`config.mk`:
```
export PLATFORM = sky130hd
export DESIGN_NAME = shreg_burst
export DESIGN_NICKNAME = d
export VERILOG_FILES = /design/src/rtl/shreg_pkg.sv /design/src/rtl/shreg_burst_ctrl.sv /design/src/rtl/shreg_burst.sv
export SDC_FILE = /design/constraint.sdc
export NUM_CORES = 1
export LEC_CHECK = 0
export ABC_AREA = 1
export CORE_MARGIN = 10
export CORE_UTILIZATION = 48
export DETAILED_ROUTE_END_ITERATION = 8
export PLACE_DENSITY_LB_ADDON = 0.25
export SLEW_MARGIN = 20
export SYNTH_ARGS = -nofsm -noshare
export SYNTH_HDL_FRONTEND = slang
export SYNTH_SLANG_ARGS = --single-unit
```
`constraint.sdc`:
```
create_clock -name clk -period 1.7 [get_ports clk]
set_clock_uncertainty 0.05 [all_clocks]
set_input_delay 0.17 -clock clk [delete_from_list [all_inputs] [get_ports clk]]
set_output_delay 0.17 -clock clk [all_outputs]
set_load 0.01 [all_outputs]
```
`src/rtl/shreg_pkg.sv`:
```
// shreg_pkg: shared mode, FSM state and direction definitions for shreg_burst
package shreg_pkg;
    typedef enum logic [1:0] {
        SHR_LOGIC = 2'b00,
        SHR_ARITH = 2'b01,
        SHR_ROT   = 2'b10
    } shr_mode_t;
    typedef logic [1:0] shr_state_t;
    localparam shr_state_t ST_IDLE  = 2'd0;
    localparam shr_state_t ST_SHIFT = 2'd1;
    localparam shr_state_t ST_DONE  = 2'd2;
    localparam logic DIR_RIGHT = 1'b0;
    localparam logic DIR_LEFT  = 1'b1;
endpackage

```
`src/rtl/shreg_burst_ctrl.sv`:
```
// shreg_burst_ctrl: burst FSM and down-counter, issues per-cycle shift enable with the dir/mode to use
import shreg_pkg::*;

module shreg_burst_ctrl #(
    parameter int CNT_W = 5
) (
    input  logic             clk,
    input  logic             reset,
    input  logic             load,
    input  logic             start,
    input  logic             shift,
    input  logic             dir,
    input  logic [1:0]       mode,
    input  logic [CNT_W-1:0] count,
    output logic             shift_en,
    output logic             sh_dir,
    output logic [1:0]       sh_mode,
    output logic             busy,
    output logic             done
);
    shr_state_t       state;
    logic [CNT_W-1:0] cnt;
    logic             dir_q;
    logic [1:0]       mode_q;

    assign busy     = state == ST_SHIFT;
    assign done     = state == ST_DONE;
    assign shift_en = !load && (busy || (state == ST_IDLE && !start && shift));
    assign sh_dir   = busy ? dir_q : dir;
    assign sh_mode  = busy ? mode_q : mode;

    // load aborts anything; start latches a burst; one shift per busy cycle until the count runs out
    always_ff @(posedge clk or negedge reset) begin
        if (!reset) begin
            state  <= ST_IDLE;
            cnt    <= '0;
            dir_q  <= DIR_RIGHT;
            mode_q <= SHR_LOGIC;
        end else if (load) begin
            state <= ST_IDLE;
            cnt   <= '0;
        end else if (state == ST_IDLE) begin
            if (start) begin
                state  <= (count == '0) ? ST_DONE : ST_SHIFT;
                cnt    <= count;
                dir_q  <= dir;
                mode_q <= mode;
            end
        end else if (busy) begin
            cnt <= cnt - CNT_W'(1);
            if (cnt == CNT_W'(1)) state <= ST_DONE;
        end else begin
            state <= ST_IDLE;
        end
    end
endmodule

```
`src/rtl/shreg_burst.sv`:
```
// shreg_burst: shift register with single-step and burst shifting; rotate mode enabled by SHREG_BURST_ROTATE_EN
import shreg_pkg::*;

module shreg_burst #(
    parameter int WIDTH = 16,
    parameter int CNT_W = $clog2(WIDTH + 1)
) (
    input  logic             clk,
    input  logic             reset,
    input  logic [WIDTH-1:0] pdata,
    input  logic             load,
    input  logic             shift,
    input  logic             dir,
    input  logic [1:0]       mode,
    input  logic             serial_in,
    input  logic             start,
    input  logic [CNT_W-1:0] count,
    output logic [WIDTH-1:0] qdata,
    output logic             serial_out,
    output logic             busy,
    output logic             done
);
    logic             shift_en, sh_dir, rot, arith, so_bit, fill;
    logic [1:0]       sh_mode;
    logic [WIDTH-1:0] shifted;

    shreg_burst_ctrl #(.CNT_W(CNT_W)) u_ctrl (
        .clk(clk), .reset(reset), .load(load), .start(start), .shift(shift),
        .dir(dir), .mode(mode), .count(count), .shift_en(shift_en),
        .sh_dir(sh_dir), .sh_mode(sh_mode), .busy(busy), .done(done)
    );

`ifdef SHREG_BURST_ROTATE_EN
    assign rot = sh_mode == SHR_ROT;
`else
    assign rot = 1'b0;
`endif
    assign arith   = sh_mode == SHR_ARITH;
    assign so_bit  = (sh_dir == DIR_LEFT) ? qdata[WIDTH-1] : qdata[0];
    assign fill    = rot ? so_bit : arith ? ((sh_dir == DIR_LEFT) ? 1'b0 : qdata[WIDTH-1]) : serial_in;
    assign shifted = (sh_dir == DIR_LEFT) ? {qdata[WIDTH-2:0], fill} : {fill, qdata[WIDTH-1:1]};

    // register update: parallel load wins, otherwise shift when enabled; serial_out pulses only on shifts
    always_ff @(posedge clk or negedge reset) begin
        if (!reset) begin
            qdata      <= '0;
            serial_out <= 1'b0;
        end else if (load) begin
            qdata      <= pdata;
            serial_out <= 1'b0;
        end else begin
            if (shift_en) qdata <= shifted;
            serial_out <= shift_en ? so_bit : 1'b0;
        end
    end
endmodule
```
==> metrics.md <==
| Metric | Value |
|---|---|
| Critical Path AT | `1.37 ns` |
| Num ports | `49` |
| DP Area | `0.00227 mm^2` |
| Max rail drop VDD | `between 0.0005 and 0.0006 V` |
| P_sw | `between 800 and 900 uW` |
| H-tree levels | `1` |
| Most frequent cells in the layout | `121 x nand2_1, 46 x clkdlybuf4s50_1, 26 x dfrtp_1` |
| Unrepaired setup endpoints after global routing | `false` |
| Final #Nets | `between 300 and 400` |
| Final Instance Area | `approximately 0.0023 mm^2` |
| P&R area growth vs syn | `32.6%` |
| Port Buffers | `48` |
| Buffers plus inverters on the worst setup path | `1` |
| Commonest non-fill, non-tap cell in the layout | `nand2_1` |
| Hold Path Class | `input pin to async pin` |
| Die area | `0.00646 mm^2` |
| Net Count, Synth | `289` |
| Primary FF master, synth | `dfrtp_1` |
| Slowest CP cell | `clkdlybuf4s50_1` |
| Synth unique cells | `28` |
| Cell breakdown of the critical path | `clkdlybuf4s50_1` |
| Post-Syn Area | `0.00175 mm^2` |
| Post-synth EDFFs | `0` |
| RR Startpoint | `u_ctrl.state[0]$_DFFE_PN0P_` |
| Static Leak | `roughly 0.0012 uW` |
| Synth Instances | `257` |
| Final worst-path cycle share | `0.932` |
| Core area | `0.00342 mm^2` |
| Share of layout cells above drive strength 1 | `0.117` |
| Max-cap violations | `0` |
| # fillers | `roughly 320` |
| Synth Area per Inst | `~6.8 um^2` |
| Initial antenna violation count | `0` |
| Status | `finished, final reports clean` |
| Via-per-instance ratio | `~4.9` |
| Startpoint types | `flip-flop` |
| Max-slew violations | `0` |
| DIE WIDTH | `around 80 um` |
| Vias | `about 1700` |
| Sequential Power Share | `0.427` |
| Clock Pin Slew Worst Setup and Hold Paths | `roughly 0.15 ns` |
| DRC Markers | `0` |
| Fmax | `~630 MHz` |
| Dpl hpwl | `approximately 3.4 mm` |
| CP endpoint kind | `output port` |
| Setup_tns | `0 ns` |
| Register area share after synthesis | `0.387` |
| Final Critical Period | `between 1.5 and 2 ns` |
| Drt first pass iters | `4` |
| Pin count of the biggest net entering global routing | `28` |
| Final setup fails | `0` |
| Clock Latency Late Sink | `0.33 ns` |
| Placed cells | `approximately 350` |
| Final GP Congestion | `about 0.8` |
| Post-synthesis async set-or-reset flop share | `1.00` |
| CTS Root Cell | `clkbuf_4` |
| Synth warn | `0` |
| CP required | `between 1 and 1.5 ns` |
| Sw frac | `0.387` |
| Antenna viol nets, final | `0` |
| Wirelength per Cell | `~13 um` |
| GRT Util Overall | `0.147` |
| FF+latch count, synth | `27` |
| Inserted Clock Buffers | `3` |
| WL final | `about 4.5 mm` |
| Top delay family on crit path | `buffers and inverters` |
| Row count | `21` |
| Clk buf depth | `2` |
| Starting Density | `0.512` |
| CP Class | `flip-flop to output port` |
| Slew @ Worst Pin | `approximately 0.35 ns` |
| Combinational power share | `0.436` |
| Ant. Diodes | `0` |
| First-pass GRT wire length | `~7.8 mm` |
| Pwr Density | `a little over 900 mW/mm^2` |
| CTS tree | `done` |
| Clock share of power | `0.136` |
| Max stage delay on crit path | `roughly 0.57 ns` |
| CTS Sinks | `27` |
| Die height | `around 80 um` |
| Final hold vios | `0` |
| Worst-path fanout max | `5` |
| CP startpoint | `qdata[15]$_DFFE_PN0P_` |
| Global route overflow | `0` |
| Number of global-route vias before repair | `approximately 1700` |
| Drt initial violations | `107` |
| Internal power | `about 1300 uW` |
| Worst slew margin | `0.769` |
| Finished Layout Cells | `354` |
## synthesized netlist by cell type, types with 2 or more instances
cell / instances / share of area
nand2_1: 121 / 0.26
dfrtp_1: 27 / 0.39
nand3_1: 24 / 0.069
nor2_1: 17 / 0.037
inv_1: 16 / 0.034
inv_2: 8 / 0.017
or2_2: 8 / 0.029
o21ai_0: 6 / 0.017
buf_6: 4 / 0.026
nand2_4: 3 / 0.019
buf_2: 2 / 0.0057
ha_1: 2 / 0.014
nand2_2: 2 / 0.0072
nand3b_1: 2 / 0.0086
nand4_1: 2 / 0.0072
## metal layers
metal / GRT usage / part of all wire
met1: 0.188 / 0.45
met2: 0.239 / 0.48
met3: 0.0301 / 0.054
met4: 0.0475 / 0.013
met5: 0 / 0
## power by group through the flow
stage	Combinational, uW	Clock, uW	Sequential (uW)
after floorplan	534	0	925
after global placement	899	0	916
after detailed placement	915	0	922
after CTS	928	300	904
after global routing	1050	323	929
final	925	289	906
## final cells by class
| class | instances | area (um^2) | share of cell area |
|---|---|---|---|
| inverter | 24 | 90.1 | 0.0389 |
| sequential | 27 | 677 | 0.292 |
| tap | 46 | 57.6 | 0.0248 |
| clock buffer | 4 | 26.3 | 0.0113 |
| timing repair buffer | 54 | 536 | 0.231 |
| multi-input combinational | 199 | 931 | 0.402 |
## final timing paths
kind / to / slack (ns) / cells after the start
max: qdata[15] / 0.11 / 1
min: u_ctrl.state[1]$_DFFE_PN0P_ / 0.14 / 2
max reg2reg: qdata[8]$_DFFE_PN0P_ / 0.18 / 7
min reg2reg: u_ctrl.mode_q[0]$_DFFE_PN0P_ / 0.46 / 2
max in group asynchronous: u_ctrl.state[0]$_DFFE_PN0P_ / 1.19 / 2
min in group clk: qdata[5]$_DFFE_PN0P_ / 0.34 / 3
## logic make-up after synthesis
| family | after synthesis | synth area share |
|---|---|---|
| AOI/OAI and AO/OA | 12 | 0.0415 |
| xor gates and xnor gates | 1 | 0.00501 |
| and+or+nand+nor | 183 | 0.461 |
| muxes | 1 | 0.00644 |
| buffers and inverters | 31 | 0.0852 |
| adders and majority gates | 2 | 0.0143 |
| DFF | 27 | 0.387 |
## stage by stage
step	setup slack (ns)	utilization	total power (uW)	hold WS, ns
global placement	0.162	0.664	1810	0.416
global route	0.0360	0.678	2300	0.156
finish	0.115	0.678	2120	0.135
floorplan	0.337	-	1460	-0.176
CTS	0.107	0.676	2130	0.151
detailed placement	0.156	0.664	1840	0.420
## flip-flops by register name, summed over array words and instances (netlist names)
register	cells
qdata	16
u_ctrl.cnt	5
u_ctrl.mode_q	2
u_ctrl.state	2
serial_out	1
u_ctrl.dir_q	1
## what timing repair did
| action | in CTS | in global routing |
|---|---|---|
| setup endpoints to repair | 2 | 1 |
| setup buffers | 2 | 0 |
| pin swaps | 0 | 0 |
| endpoints found under the hold margin | 0 | 0 |
| gates resized for setup | 3 | 1 |
| hold buffers | 0 | 0 |
| gates cloned | 0 | 0 |
Power figures use the tool's default switching activity.
==> edit (config.mk and constraints unchanged) <==
Put a register stage on the output `done`, cleared by the reset. The value now appears one clock later. The other outputs are not delayed to match.
--- a/src/rtl/shreg_burst.sv
+++ b/src/rtl/shreg_burst.sv
@@ -22,2 +22,4 @@
 );
+
+    logic done_d;
     logic             shift_en, sh_dir, rot, arith, so_bit, fill;
@@ -29,3 +31,3 @@
         .dir(dir), .mode(mode), .count(count), .shift_en(shift_en),
-        .sh_dir(sh_dir), .sh_mode(sh_mode), .busy(busy), .done(done)
+        .sh_dir(sh_dir), .sh_mode(sh_mode), .busy(busy), .done(done_d)
     );
@@ -55,2 +57,10 @@
     end
+    always_ff @(posedge clk or negedge reset) begin
+        if (!reset) begin
+            done <= '0;
+        end else begin
+            done <= done_d;
+        end
+    end
+
 endmodule
Check against the original RTL: not equivalent (a bounded check fails within 4 cycles, from zero or initial values and one cycle with reset low).
==> edit against the original RTL <==
Die area rose by 1.1%. Critical path depth rose by 1. Non-clock buffer count rose by 2. Worst setup slack got worse by 57 ps. Sequential cell count rose by 1. Register-to-register slack barely moved. Power rose by 7.8%. Routed wire length rose by 2.0%. Sequential share of layout area rose by 0.30 points. Clock power rose by 46%. Via count rose by 0.17%. Area after synthesis rose by 1.4%. Final area rose by 2.6%. Critical path type unchanged.
==> edit: results (changes against the original RTL) <==
| Metric | Value |
|---|---|
| # nets final | `344 (+0.88%)` |
| CP Max Fanout | `4 (-1)` |
| Compound-gate portion of the synthesized area | `0.0409 (-0.000586)` |
| Asr flop ratio synth | `1.00 (unchanged)` |
| Post-Synth Adder-Cell Area | `0.0141 (-0.000202)` |
| CP delay by family, top | `buffers and inverters` |
| Dpl ws | `126 ps (-30.2 ps)` |
| CP max stage delay | `540 ps (-30 ps)` |
| First-pass GRT wire length | `7870 microns (+1.1%)` |
| Post-Syn Nets | `290 (+0.35%)` |
| Synth Area in XOR/XNOR | `0.00494 (-0.0000707)` |
| Post-synthesis cell count | `258 (+0.39%)` |
| Mux cell area share after synthesis | `0.00635 (-0.0000909)` |
| Layout cells sized above 1 | `0.129 (+0.0117)` |
| CP max-delay cell | `clkdlybuf4s50_1` |
| Non-Filler Instances | `359 (+1.4%)` |
| Combinational share of power | `0.407 (-0.029)` |
| Clock group | `0.000422 W (+46%)` |
| Grt met1 use | `0.188 (-0.000650)` |
| Top cells by area, synth | `dfrtp_1 40%, nand2_1 26%, nand3_1 6.8%` |
| DRT antenna net count | `0 (unchanged)` |
| Net Sw Frac | `0.367 (-0.0203)` |
| Met3 WL | `297 microns (+22%)` |
| I/O Buffers | `48 (unchanged)` |
| LEAKAGE | `1.22 nW (+2.0%)` |
| Routed via count | `1745 (+0.17%)` |
| Metal2 WL | `2220 microns (+3.6%)` |
| Yosys warning total | `0 (unchanged)` |
| Worst-Margin Slew | `365 ps (+18.3 ps)` |
| Register area share after synthesis | `0.395 (+0.00866)` |
| Skew-Pair Late Insertion Delay | `280 ps (-50 ps)` |
| Num CTS Buffers | `3 (unchanged)` |
| Root Driver | `clkbuf_8` |
| H-tree depth | `1 (unchanged)` |
| GR met2 Demand/Resource | `0.248 (+0.00955)` |
| Dpl cells | `354 (+1.7%)` |
| GR Util met3 | `0.0353 (+0.00525)` |
| Global placer's final weighted congestion | `0.825 (+0.44%)` |
| Synth cell count leaders | `121 x nand2_1, 28 x dfrtp_1, 24 x nand3_1, 17 x nor2_1, 16 x inv_1` |
| Dpl hpwl | `3510 microns (+1.8%)` |
| Metal-1 WL | `2010 microns (-1.1%)` |
| DR iter-0 viols | `84 (-21%)` |
| Ant diodes | `0 (unchanged)` |
| Fillcell total | `338 (+7.3%)` |
| DR WL/cell | `12.7 microns (+0.59%)` |
| VDD IR max | `454 uV (-23%)` |
| Largest family of logic cells by synthesized area | `simple AND/OR/NAND/NOR gates` |
| Tot GR Track Use | `0.147 (+0.000510)` |
| Largest net degree at the start of global routing | `29 (+3.6%)` |
| CTS clk-pin slew, worst paths | `100 ps (-50 ps)` |
| Power share of the clock group | `0.185 (+0.049)` |
| Netlist cell types | `28 (unchanged)` |
| Status | `completed` |
## edit: layout make-up
class                      instances  area share
clock buffer                       4      0.0231
inverter                          24      0.0379
multi-input combinational        199       0.391
sequential                        28       0.295
tap                               48      0.0252
timing repair buffer              56       0.227
## edit: path summary, 6_finish.rpt
path	start	to	slack (ps)	cells after the start
worst max-delay path	u_ctrl.state[1]	busy	60	2
worst min-delay path	reset	qdata[8]	220	2
worst max register to register	u_ctrl.state[0]	u_ctrl.cnt[2]	180	6
worst min register to register	u_ctrl.cnt[4]	u_ctrl.cnt[4]	450	2
max in group asynchronous	reset	u_ctrl.state[1]	1090	2
min in group clk	pdata[13]	qdata[13]	390	3
## edit: through the flow
stage               utilization  instance area (sq um)
global route              0.660                   2380
floorplan                     -                   1770
CTS                       0.658                   2370
detailed placement        0.640                   2310
global placement          0.640                   2310
finish                    0.660                   2380
## edit: timing repair
action	CTS	global route
pin swaps	0	0
resized for setup	1	2
hold buffers	0	0
setup buffers	1	0
cloned	0	0
endpoints found under the setup margin	1	1
